### src/rtl/axi_rdata_unpacker.sv
// AXI R-channel unpacker: takes one burst descriptor at a time and turns each
// accepted beat into an LSByte-justified {data, byte_en} packet for the read FIFO.
module axi_rdata_unpacker (
    input  logic        clk,
    input  logic        rst_n,
    input  logic        b_empty,
    input  logic [31:0] burst_addr,
    input  logic [11:0] burst_info,
    output logic        b_fifo_pop,
    input  logic        axi_rvalid,
    input  logic [31:0] axi_rdata,
    input  logic [1:0]  axi_rresp,
    input  logic        axi_rlast,
    output logic        axi_rready,
    input  logic        rdata_full,
    output logic        rdata_fifo_push,
    output logic [35:0] rdata_pckt,
    output logic        resp_err,
    output logic        last_err
);

    typedef enum logic [0:0] {
        ST_IDLE = 1'b0,
        ST_BEAT = 1'b1
    } state_t;

    state_t      state_r;
    logic [7:0]  len_r;
    logic [1:0]  lane_mask_r;
    logic [1:0]  ptr_r;
    logic [8:0]  beat_cnt_r;
    logic        out_vld_r;
    logic [35:0] out_pckt_r;
    logic        resp_err_r;
    logic        last_err_r;

    logic [1:0]  lo_s;
    logic [1:0]  hi_s;
    logic [2:0]  cnt_s;
    logic [3:0]  be_s;
    logic [31:0] shifted_s;
    logic [31:0] data_s;
    logic        accept_s;
    logic        last_beat_s;
    logic        push_s;
    logic        unused_s;

    // Lane mask is n-1 for n = 1 << size; sizes above a word saturate to a word.
    function automatic logic [1:0] size_to_mask(input logic [3:0] size);
        logic [1:0] mask;
        case (size)
            4'd0:    mask = 2'b00;
            4'd1:    mask = 2'b01;
            default: mask = 2'b11;
        endcase
        return mask;
    endfunction

    function automatic logic [3:0] count_to_be(input logic [2:0] cnt);
        logic [3:0] be;
        case (cnt)
            3'd1:    be = 4'b0001;
            3'd2:    be = 4'b0011;
            3'd3:    be = 4'b0111;
            default: be = 4'b1111;
        endcase
        return be;
    endfunction

    function automatic logic [31:0] keep_bytes(input logic [31:0] data, input logic [3:0] be);
        return {be[3] ? data[31:24] : 8'h00,
                be[2] ? data[23:16] : 8'h00,
                be[1] ? data[15:8]  : 8'h00,
                be[0] ? data[7:0]   : 8'h00};
    endfunction

    // Only the low address bits select lanes within the 32-bit data path.
    assign unused_s = ^burst_addr[31:2];

    // Per-beat lane window and justified data.
    always_comb begin
        lo_s        = ptr_r & ~lane_mask_r;
        hi_s        = lo_s | lane_mask_r;
        cnt_s       = {1'b0, hi_s} - {1'b0, ptr_r} + 3'd1;
        be_s        = count_to_be(cnt_s);
        shifted_s   = axi_rdata >> {ptr_r, 3'b000};
        data_s      = keep_bytes(shifted_s, be_s);
        last_beat_s = (beat_cnt_r == {1'b0, len_r});
        accept_s    = axi_rvalid & axi_rready;
        push_s      = out_vld_r & ~rdata_full;
    end

    assign axi_rready      = (state_r == ST_BEAT) & (~out_vld_r | ~rdata_full);
    assign b_fifo_pop      = (state_r == ST_IDLE) & ~b_empty & rst_n;
    assign rdata_fifo_push = push_s;
    assign rdata_pckt      = out_pckt_r;
    assign resp_err        = resp_err_r;
    assign last_err        = last_err_r;

    // Burst sequencing: descriptor fetch, lane pointer and beat counting.
    always_ff @(posedge clk or negedge rst_n) begin
        if (!rst_n) begin
            state_r     <= ST_IDLE;
            len_r       <= 8'd0;
            lane_mask_r <= 2'b00;
            ptr_r       <= 2'b00;
            beat_cnt_r  <= 9'd0;
            resp_err_r  <= 1'b0;
            last_err_r  <= 1'b0;
        end else begin
            resp_err_r <= 1'b0;
            last_err_r <= 1'b0;
            case (state_r)
                ST_IDLE: begin
                    if (!b_empty) begin
                        len_r       <= burst_info[11:4];
                        lane_mask_r <= size_to_mask(burst_info[3:0]);
                        ptr_r       <= burst_addr[1:0];
                        beat_cnt_r  <= 9'd0;
                        state_r     <= ST_BEAT;
                    end else begin
                        state_r <= ST_IDLE;
                    end
                end
                ST_BEAT: begin
                    if (accept_s) begin
                        ptr_r      <= hi_s + 2'd1;
                        beat_cnt_r <= beat_cnt_r + 9'd1;
                        resp_err_r <= (axi_rresp != 2'b00);
                        last_err_r <= axi_rlast ^ last_beat_s;
                        // The beat count alone ends the burst; rlast is only checked.
                        state_r    <= last_beat_s ? ST_IDLE : ST_BEAT;
                    end else begin
                        state_r <= ST_BEAT;
                    end
                end
                default: state_r <= ST_IDLE;
            endcase
        end
    end

    // One-entry output register; reload on accept, drain on push.
    always_ff @(posedge clk or negedge rst_n) begin
        if (!rst_n) begin
            out_vld_r  <= 1'b0;
            out_pckt_r <= 36'd0;
        end else if (accept_s) begin
            out_vld_r  <= 1'b1;
            out_pckt_r <= {data_s, be_s};
        end else if (push_s) begin
            out_vld_r <= 1'b0;
        end else begin
            out_vld_r <= out_vld_r;
        end
    end

endmodule
### config.mk
export PLATFORM = sky130hd
export DESIGN_NAME = axi_rdata_unpacker
export DESIGN_NICKNAME = d
export VERILOG_FILES = /design/src/rtl/axi_rdata_unpacker.sv
export SDC_FILE = /design/constraint.sdc
export NUM_CORES = 1
export LEC_CHECK = 0
export ABC_CLOCK_PERIOD_IN_PS = 2800
export CORE_MARGIN = 2
export CORE_UTILIZATION = 34
export CTS_BUF_LIST = sky130_fd_sc_hd__clkbuf_8 sky130_fd_sc_hd__clkbuf_16
export DETAILED_ROUTE_END_ITERATION = 10
export DONT_BUFFER_PORTS = 1
export PLACE_DENSITY = 0.59
export SLEW_MARGIN = 20
export SYNTH_ARGS = -nofsm -noshare
export SYNTH_HDL_FRONTEND = slang
export SYNTH_SLANG_ARGS = --single-unit
### constraint.sdc
create_clock -name clk -period 2.8 [get_ports clk]
set_clock_uncertainty 0.15 [all_clocks]
set_input_delay 0.28 -clock clk [delete_from_list [all_inputs] [get_ports clk]]
set_output_delay 0.28 -clock clk [all_outputs]
set_load 0.03 [all_outputs]
==> impl_metrics.tcl, run 1 <==
set metrics [dict create \
    netlist_top_cells_area "dfrtp_1 49%, nand2_1 8.8%, mux2i_1 6.2%" \
    power_switching_mw 1.83 \
    num_rows 34 \
    post-route-drc-count 0 \
    grt_overflow_total 0 \
    synth.mux.area_fraction_pct 9.09 \
    run_status "finished, final reports clean" \
    least_margin_pin_slew_ps 703 \
    dominant_combinational_cell_family_by_area_after_synthesis "simple AND/OR/NAND/NOR gates" \
    track_usage_pct 15.9 \
    design.final.nets 450 \
    internal_power_mw 2.18 \
    clk-insertion-delay-late_ps 330 \
    global_route_wire_length_before_repair_um 12300 \
    yosys.area_share.simple_pct 18.9 \
    yosysSeqAreaShare_pct 49.5 \
    postLayoutCellArea_um2 3740 \
    ys_seq_elements 61 \
    synth_enable_flop_cells 0 \
    setup_viol 0 \
    io_buffer_count 0 \
    vias 2438 \
    die-width_um 99.2 \
    placement.cell_area_um2 3190 \
    syn_nets 416 \
    ys.warnings.count 0 \
    clock_path_buffers 2 \
    cp.arrival_ps 2260 \
    detailed_route_vias_per_instance 5.14 \
    pwr-share-comb_pct 33.2 \
    clock_tree.root_cell "clkbuf_8" \
    synth_top_area_share_pct 49.5 \
    final_period_minus_worst_setup_slack_ps 2140 \
    maxCapViolations 0 \
    crit_required_ps 2920 \
    final_cell_mix "72 x nand2_1, 61 x dfrtp_1, 34 x dlygate4sd3_1" \
    tritoncts_clock_tree "built" \
    first_global_vias 2309 \
    ys.flop_type "dfrtp_1" \
    final_max_slew_viol_count 0 \
    seq_power_share_pct 48.8 \
    powerDensity_nw_per_um2 1070 \
    initialDrtViolationCount 116 \
    synth_xor_xnor_area_share_pct 3.69 \
    hold_violations 0 \
    cts-buffers-inserted 9 \
    p_leak_nw 1.69 \
    post-layout-total-power_mw 4.00 \
    synth-adder-area-share_pct 2.03 \
    hold_path_class "primary input to flip-flop" \
    post_route_cells_drive_above_1_share_pct 11.5 \
    synthesis.area_per_instance_um2 9.43 \
    async_flop_share_pct 100 \
    layout.cells.most_common "nand2_1" \
    clock-sinks 61 \
    power.switching_fraction_pct 45.7 \
    ir_drop_v 0.000394 \
    area.growth.synth_to_final_pct 21.3 \
    power_frac_clock_pct 18.0 \
    setup-tns-final_ps 0 \
    yosysUniqueCellTypes 39 \
    worst-path-max-fanout 15 \
    syn-instance-count 327 \
    coreArea_um2 8760 \
    antenna_cells_inserted 0 \
    antenna_found_initial 0 \
    path_clk_slew_ps 80 \
    io_pins 125 \
    nFillCells 855 \
    slew-limit-headroom_pct 53.1 \
    routabilityCongestion 0.806 \
    critPathCaptureType "flip-flop" \
    hpwlAfterDp_um 5440 \
    wirelength_um 7910 \
    timing.critical_path.from_type "flip-flop" \
    synth_compound_area_share_pct 13.3 \
    avgRoutedWirePerCell_um 16.7 \
    grt_setup_unrepaired "false" \
    post-synth-top-area-cell "dfrtp_1" \
    post-cts-setup-buffers 0 \
    max_freq_ghz 0.467 \
    fin_hold_ws_ps 33.0 \
    die_area_um2 9850 \
    drt_first_pass_iters 4 \
    cts.htree.levels 3 \
    largest_net_degree_at_the_start_of_global_routing 62 \
    finalCritPeriodShare_pct 76.5 \
    netlist_area_um2 3080 \
    die-height_um 99.2 \
    antenna_violating_nets_post_route 0 \
    initial_util_pct 35.2 \
    crit_type "flip-flop to flip-flop" \
]
-- kinds of logic (layout without fill, tap and decap cells) --
logic type      count (synthesis)  count (layout)
compound gates                 65              65
xor+xnor                       13              13
fa+ha+maj                       5               5
buf+inv                        24              63
flops                          61              61
mux                            27              27
simple gates                  132             132
-- per-layer routing --
metal | part of all wire, % | wire length, um | up-vias | GRT usage (%)
met1 | 46 | 3600 | 1179 | 21.7
li1 | - | - | 1179 | -
met3 | 7.0 | 550 | 7 | 4.08
met2 | 46 | 3660 | 73 | 24.2
met4 | 1.1 | 90 | 0 | 6.22
met5 | 0 | 0 | - | 0
-- cell type report --
type                    instances  area, um2  area share (%)
clock buffers                  11        151            4.05
clock inverters                 5       36.3           0.970
inverters                       4       15.0           0.401
multi-input cells             242       1450            38.7
flip-flops and latches         61       1530            40.8
well taps                     108        135            3.61
repair buffers                 43        428            11.4
-- cells in the mapped netlist, drive strengths merged, types with 2 or more instances --
library cell	count
a211oi	8
a21oi	18
and2	3
and3	2
buf	10
clkbuf	10
dfrtp	61
ha	5
inv	4
mux2	8
mux2i	19
nand2	72
nand2b	3
nand3	7
nand4	3
nor2	21
nor2b	11
nor3	3
o21ai	31
or3	3
xnor2	7
xor2	6
-- sequential cells by signal, indices dropped and copies added, names as in the netlist --
register     count
out_vld_r        1
len_r            8
rdata_pckt      36
ptr_r            2
last_err         1
resp_err         1
lane_mask_r      2
state_r          1
beat_cnt_r       9
-- through the flow --
| step | std cells | setup WS, ps | utilization, % |
|---|---|---|---|
| after global placement | 423 | 654 | 36.4 |
| after global routing | 474 | 480 | 42.7 |
| after floorplan | 327 | 261 | - |
| after CTS | 474 | 648 | 42.7 |
| final | 474 | 659 | 42.7 |
| after detailed placement | 423 | 657 | 36.4 |
-- power groups by stage --
stage | Clock [mW] | Sequential [mW] | Combinational (mW)
floorplan | 0 | 1.88 | 1.04
global placement | 0 | 1.97 | 1.22
detailed placement | 0 | 1.98 | 1.25
CTS | 0.736 | 1.96 | 1.33
global route | 0.778 | 2.00 | 1.49
finish | 0.722 | 1.95 | 1.33
-- critical path, stage by stage (launching register included) --
cell and delay [ps]:
dfrtp_1 460, a21boi_4 230, nand2_1 350, or3_1 680, o21ai_2 200
-- worst paths after layout --
check,from,endpoint,slack (ps),depth (start not counted)
worst max register to register,state_r,rdata_pckt[24],660,4
max in group asynchronous,rst_n,rdata_pckt[16],1920,2
min in group asynchronous,rst_n,beat_cnt_r[5],310,2
worst min-delay path,axi_rdata[23],rdata_pckt[19],30,2
worst max-delay path,state_r,rdata_pckt[24],660,4
worst min register to register,len_r[0],len_r[0],350,2
-- what timing repair did --
action                                  in CTS  in global routing
gates resized for setup                      0                  0
endpoints found under the setup margin       0                  0
hold buffers                                35                  0
endpoints found under the hold margin       96                  0
(Power assumes the default switching activity.)
==> inputs of run 2 (changes only) <==
Settings changed: ABC_CLOCK_PERIOD_IN_PS 2800 to 2090.
Clock period 2.8 ns to 2.09 ns, I/O delays scaled along.
==> run 2 against run 1 <==
Maximum frequency grew 9.9%. Wire length grew 3.8%. Utilization increased by 1.4 points. Setup slack worse by 520 ps. Combinational power grew 43%. Largest cell class unchanged.
==> impl_metrics.tcl, run 2 (synthesis results as in run 1) <==
set metrics [dict create \
    run_status "finished, final reports clean" \
    avgRoutedWirePerCell_um 17.0 \
    slew-limit-headroom_pct 59.7 \
    final_cell_mix "72 x nand2_1, 61 x dfrtp_1, 37 x dlygate4sd3_1" \
    design.final.nets 459 \
    path_clk_slew_ps 70 \
    cp.arrival_ps 2020 \
    num_rows 34 \
    grt_setup_unrepaired "false" \
    post-route-drc-count 0 \
    antenna_cells_inserted 0 \
    coreArea_um2 8760 \
    finalCritPeriodShare_pct 93.2 \
    power_switching_mw 2.50 \
    grt.met1_usage_pct 21.8 \
    area.growth.synth_to_final_pct 25.4 \
    ir_drop_v 0.000374 \
    clk-insertion-delay-late_ps 340 \
    drt_first_pass_iters 4 \
    finalWorstSetupSlack_ps 142 \
    hold_violations 0 \
    hold_path_class "primary input to flip-flop" \
    cts-buffers-inserted 9 \
    seq_power_share_pct 47.3 \
    tritoncts_clock_tree "built" \
    detailed_route_vias_per_instance 5.07 \
    routabilityCongestion 0.881 \
    max_freq_ghz 0.513 \
    antenna_found_initial 0 \
    crit_required_ps 2170 \
    largest_net_degree_at_the_start_of_global_routing 62 \
    setup_viol 0 \
    vias 2447 \
    global_route_wire_length_before_repair_um 13000 \
    grt-busiest-layer "met2" \
    initialDrtViolationCount 136 \
    worst-path-max-fanout 16 \
    reg2reg_from "state_r" \
    placement.cell_area_um2 3260 \
    io_buffer_count 0 \
    grt_overflow_total 0 \
    critPathCaptureType "flip-flop" \
    post_route_cells_drive_above_1_share_pct 14.1 \
    pre_cts_slack_ps 75.5 \
    powerDensity_nw_per_um2 1440 \
    track_usage_pct 16.8 \
    clock_path_buffers 2 \
    io_pins 125 \
    layout.cells.most_common "nand2_1" \
    p_leak_nw 1.76 \
    global_route.usage.met3_pct 5.76 \
    final_period_minus_worst_setup_slack_ps 1950 \
    flop2flop_setup_slack_ps 140 \
    globalRouteMet2Util_pct 26.3 \
    wirelength_um 8210 \
    internal_power_mw 3.06 \
    antenna_violating_nets_post_route 0 \
    setup-tns-final_ps 0 \
    final_max_slew_viol_count 0 \
    hpwlAfterDp_um 5560 \
    die-width_um 99.2 \
    timing.critical_path.from_type "flip-flop" \
    crit_type "flip-flop to flip-flop" \
    first_global_vias 2416 \
    cts.htree.levels 3 \
    clock-sinks 61 \
    worst_hold_path_startpoint "axi_rdata[19]" \
    pwr-share-comb_pct 34.2 \
    maxCapViolations 0 \
    worst_r2r_endpoint "lane_mask_r[0]" \
    clock_tree.root_cell "clkbuf_8" \
    power.switching_fraction_pct 44.9 \
    worstHoldEndpoint "rdata_pckt[7]" \
    postLayoutCellArea_um2 3870 \
    least_margin_pin_slew_ps 603 \
    power_frac_clock_pct 18.6 \
    die_area_um2 9850 \
    die-height_um 99.2 \
    reg2regPathDepth 4 \
    min_delay_path_depth 3 \
    flip_flop_count_of_the_largest_register_after_layout 36 \
    initial_util_pct 35.2 \
]
==> run 2: cell types whose count changed in the layout (fill, tap and decap cells not counted), sizes merged <==
cell         previous run  this run
buf                     9        15
dlygate4sd3            34        37
clkbuf                 11         9
bufinv                  0         1
clkinv                  2         3
==> run 2: worst max-delay path: stages (launching register included) <==
cell and delay [ps]:
dfrtp_1 470, or2_2 460, nor2_1 120, a21oi_1 70
dlygate4sd3_1 560
==> run 2: per-layer routing <==
| layer | vias up | share of wire (%) |
|---|---|---|
| li1 | 1192 | - |
| met5 | - | 0 |
| met2 | 84 | 47 |
| met1 | 1158 | 44 |
| met4 | 0 | 1.8 |
| met3 | 13 | 7.8 |
==> run 2: worst max path at each step <==
stage	to	slack, ps	from
after global placement	rdata_pckt[26]	150	lane_mask_r[0]
after floorplan	rdata_pckt[28]	4	ptr_r[0]
after detailed placement	rdata_pckt[29]	80	lane_mask_r[0]
after CTS	rdata_pckt[29]	60	lane_mask_r[0]
after global routing	rdata_pckt[29]	10	ptr_r[0]
final	lane_mask_r[0]	140	state_r
==> run 2: cell type report <==
cell class	count	area [um2]
clock inverters	7	67.6
fillers	840	4900
well taps	108	135
repair buffers	52	515
multi-input cells	242	1480
inverters	4	15.0
flip-flops and latches	61	1530
clock buffers	9	124
==> run 2: power groups by stage <==
stage                     Clock, mW  Combinational (mW)  Sequential [mW]
after floorplan                   0                1.48             2.53
after global placement            0                1.71             2.66
after detailed placement          0                1.75             2.67
after CTS                      1.06                1.87             2.65
after global routing           1.11                2.14             2.71
final                          1.03                1.90             2.63
==> run 2: metrics by stage <==
step / utilization, % / total power, mW / cells / hold slack [ps]
floorplan: - / 4.01 / 327 / -237
global placement: 37.2 / 4.36 / 428 / -235
detailed placement: 37.2 / 4.42 / 428 / -236
CTS: 43.9 / 5.58 / 482 / 32.7
global route: 44.1 / 5.96 / 483 / 54.3
finish: 44.1 / 5.56 / 483 / 51.1
==> run 2: repair_timing <==
action                                  CTS  global route
endpoints found under the setup margin    0            19
endpoints found under the hold margin   106             0
buffers inserted                          0             1
hold buffers                             38             0
resized for setup                         0             4
==> inputs of run 3 (changes only) <==
Settings changed: CORE_UTILIZATION 34 to 50, PLACE_DENSITY 0.59 to 0.76, REMOVE_ABC_BUFFERS set to 1.
==> run 3 against run 2 <==
Maximum frequency shrank 0.39%. Setup slack lost 7.7 ps. Global-route usage grew 6.9 points. Critical endpoint unchanged.
==> impl_metrics.tcl, run 3 (synthesis results as in run 1) <==
set metrics [dict create \
    grt_overflow_total 0 \
    post_route_cells_drive_above_1_share_pct 13.6 \
    antenna_violating_nets_post_route 0 \
    ir_drop_v 0.000846 \
    layout.cells.most_common "nand2_1" \
    run_status "finished, final reports clean" \
    grt_setup_unrepaired "false" \
    track_usage_pct 23.7 \
    hpwlAfterDp_um 4770 \
    fin_hold_ws_ps 27.8 \
    largest_net_degree_at_the_start_of_global_routing 62 \
    design.final.nets 458 \
    flip_flop_count_of_the_largest_register_after_layout 36 \
    coreArea_um2 5960 \
    routabilityCongestion 0.790 \
    io_buffer_count 0 \
    die-height_um 82.5 \
    clk-insertion-delay-late_ps 330 \
    crit_required_ps 2160 \
    max_freq_ghz 0.511 \
    clock_tree.root_cell "clkbuf_8" \
    initialDrtViolationCount 128 \
    timing.critical_path.from_type "flip-flop" \
    die_area_um2 6810 \
    min_delay_path_depth 3 \
    critPathSlowestCell "dlygate4sd3_1" \
    reg2regPathDepth 4 \
    final-seq-area_um2 1530 \
    finalWorstSetupSlack_ps 134 \
    dp.cells 394 \
    crit_type "flip-flop to flip-flop" \
    least_margin_pin_slew_ps 564 \
    worst-path-max-fanout 16 \
    pre_cts_slack_ps -27.8 \
    tritoncts_clock_tree "built" \
    cp.arrival_ps 2030 \
    die-width_um 82.5 \
    drt_first_pass_iters 7 \
    wirelength_um 7880 \
    layout.cells.non_filler 449 \
    slew-limit-headroom_pct 62.3 \
    antenna_cells_inserted 0 \
    vias 2543 \
    post-route-drc-count 0 \
    multi_input_gate_area_um2 1470 \
    first_global_vias 2496 \
    maxCapViolations 0 \
    critPathCaptureType "flip-flop" \
    cts-buffers-inserted 9 \
    detailed_route_vias_per_instance 5.66 \
    clock_path_buffers 2 \
    io_pins 125 \
    final_util_pct 64.5 \
    setup-tns-final_ps 0 \
    clock-sinks 61 \
    post-cts-setup-buffers 0 \
    avgRoutedWirePerCell_um 17.5 \
    initial_util_pct 51.8 \
    powerDensity_nw_per_um2 1480 \
    nFillCells 479 \
    finalCritPeriodShare_pct 93.6 \
    path_clk_slew_ps 70 \
    setup_viol 0 \
    critical_path_cell_list "or2_2 > nor2_1 > a21oi_1 > dlygate4sd3_1" \
    cts.htree.levels 3 \
    final_cell_mix "72 x nand2_1, 61 x dfrtp_1, 38 x dlygate4sd3_1" \
    hold_path_class "primary input to flip-flop" \
    global_route_wire_length_before_repair_um 11900 \
    num_rows 28 \
    area.growth.synth_to_final_pct 24.6 \
    p_leak_nw 1.76 \
    worst_path_largest_cell_delay_ps 560 \
    final_max_slew_viol_count 0 \
    hold_violations 0 \
    final_period_minus_worst_setup_slack_ps 1960 \
    antenna_found_initial 0 \
]
run 3: cell types whose count changed in the layout (fill, tap and decap cells not counted), sizes merged:
cell         delta
buf             -2
bufinv          +1
dlygate4sd3     +1
inv             -1
run 3: timing repair:
item,4_1_cts,5_1_grt
hold buffers,38,1
resized for setup,1,2
endpoints found under the hold margin,103,1
setup endpoints to repair,8,24
run 3: power by group:
group	switching (mW)	total, mW	internal, mW
registers	0.990	2.63	1.64
clock network	0.476	1.14	0.664
logic	1.05	1.90	0.857
total	2.51	5.67	3.16
run 3: metal layers:
layer	GRT usage [%]	wire length, um
met5	0	0
met4	8.52	90
met3	9.46	757
met2	41.3	4140
met1	26.1	2890
run 3: layout make-up:
type                            count  share of cell area [%]
Inverter                            4                   0.391
Timing Repair Buffer               51                    13.6
Tap cell                           75                    2.44
Clock inverter                      7                    2.34
Multi-Input combinational cell    242                    38.3
Sequential cell                    61                    39.7
Clock buffer                        9                    3.22
run 3: path summary, 6_finish.rpt:
check	startpoint	to	slack, ps
max in group asynchronous	rst_n	beat_cnt_r[3]	1270
worst max register to register	state_r	lane_mask_r[0]	130
worst min-delay path	axi_rvalid	beat_cnt_r[7]	30
worst min register to register	len_r[5]	len_r[5]	350
min in group asynchronous	rst_n	rdata_pckt[29]	270
worst max-delay path	state_r	lane_mask_r[0]	130
run 3: critical path: cells and delay by family, from the launching register on:
kind	cells	cell delay, ps
simple gates	2	600
compound gates	1	70
flops	1	450
buf+inv	1	560
run 3: through the flow:
stage,power [mW],area [um2]
after floorplan,3.84,2990
final,5.67,3840
after global placement,4.31,3210
after CTS,5.66,3820
after global routing,6.05,3840
after detailed placement,4.41,3210
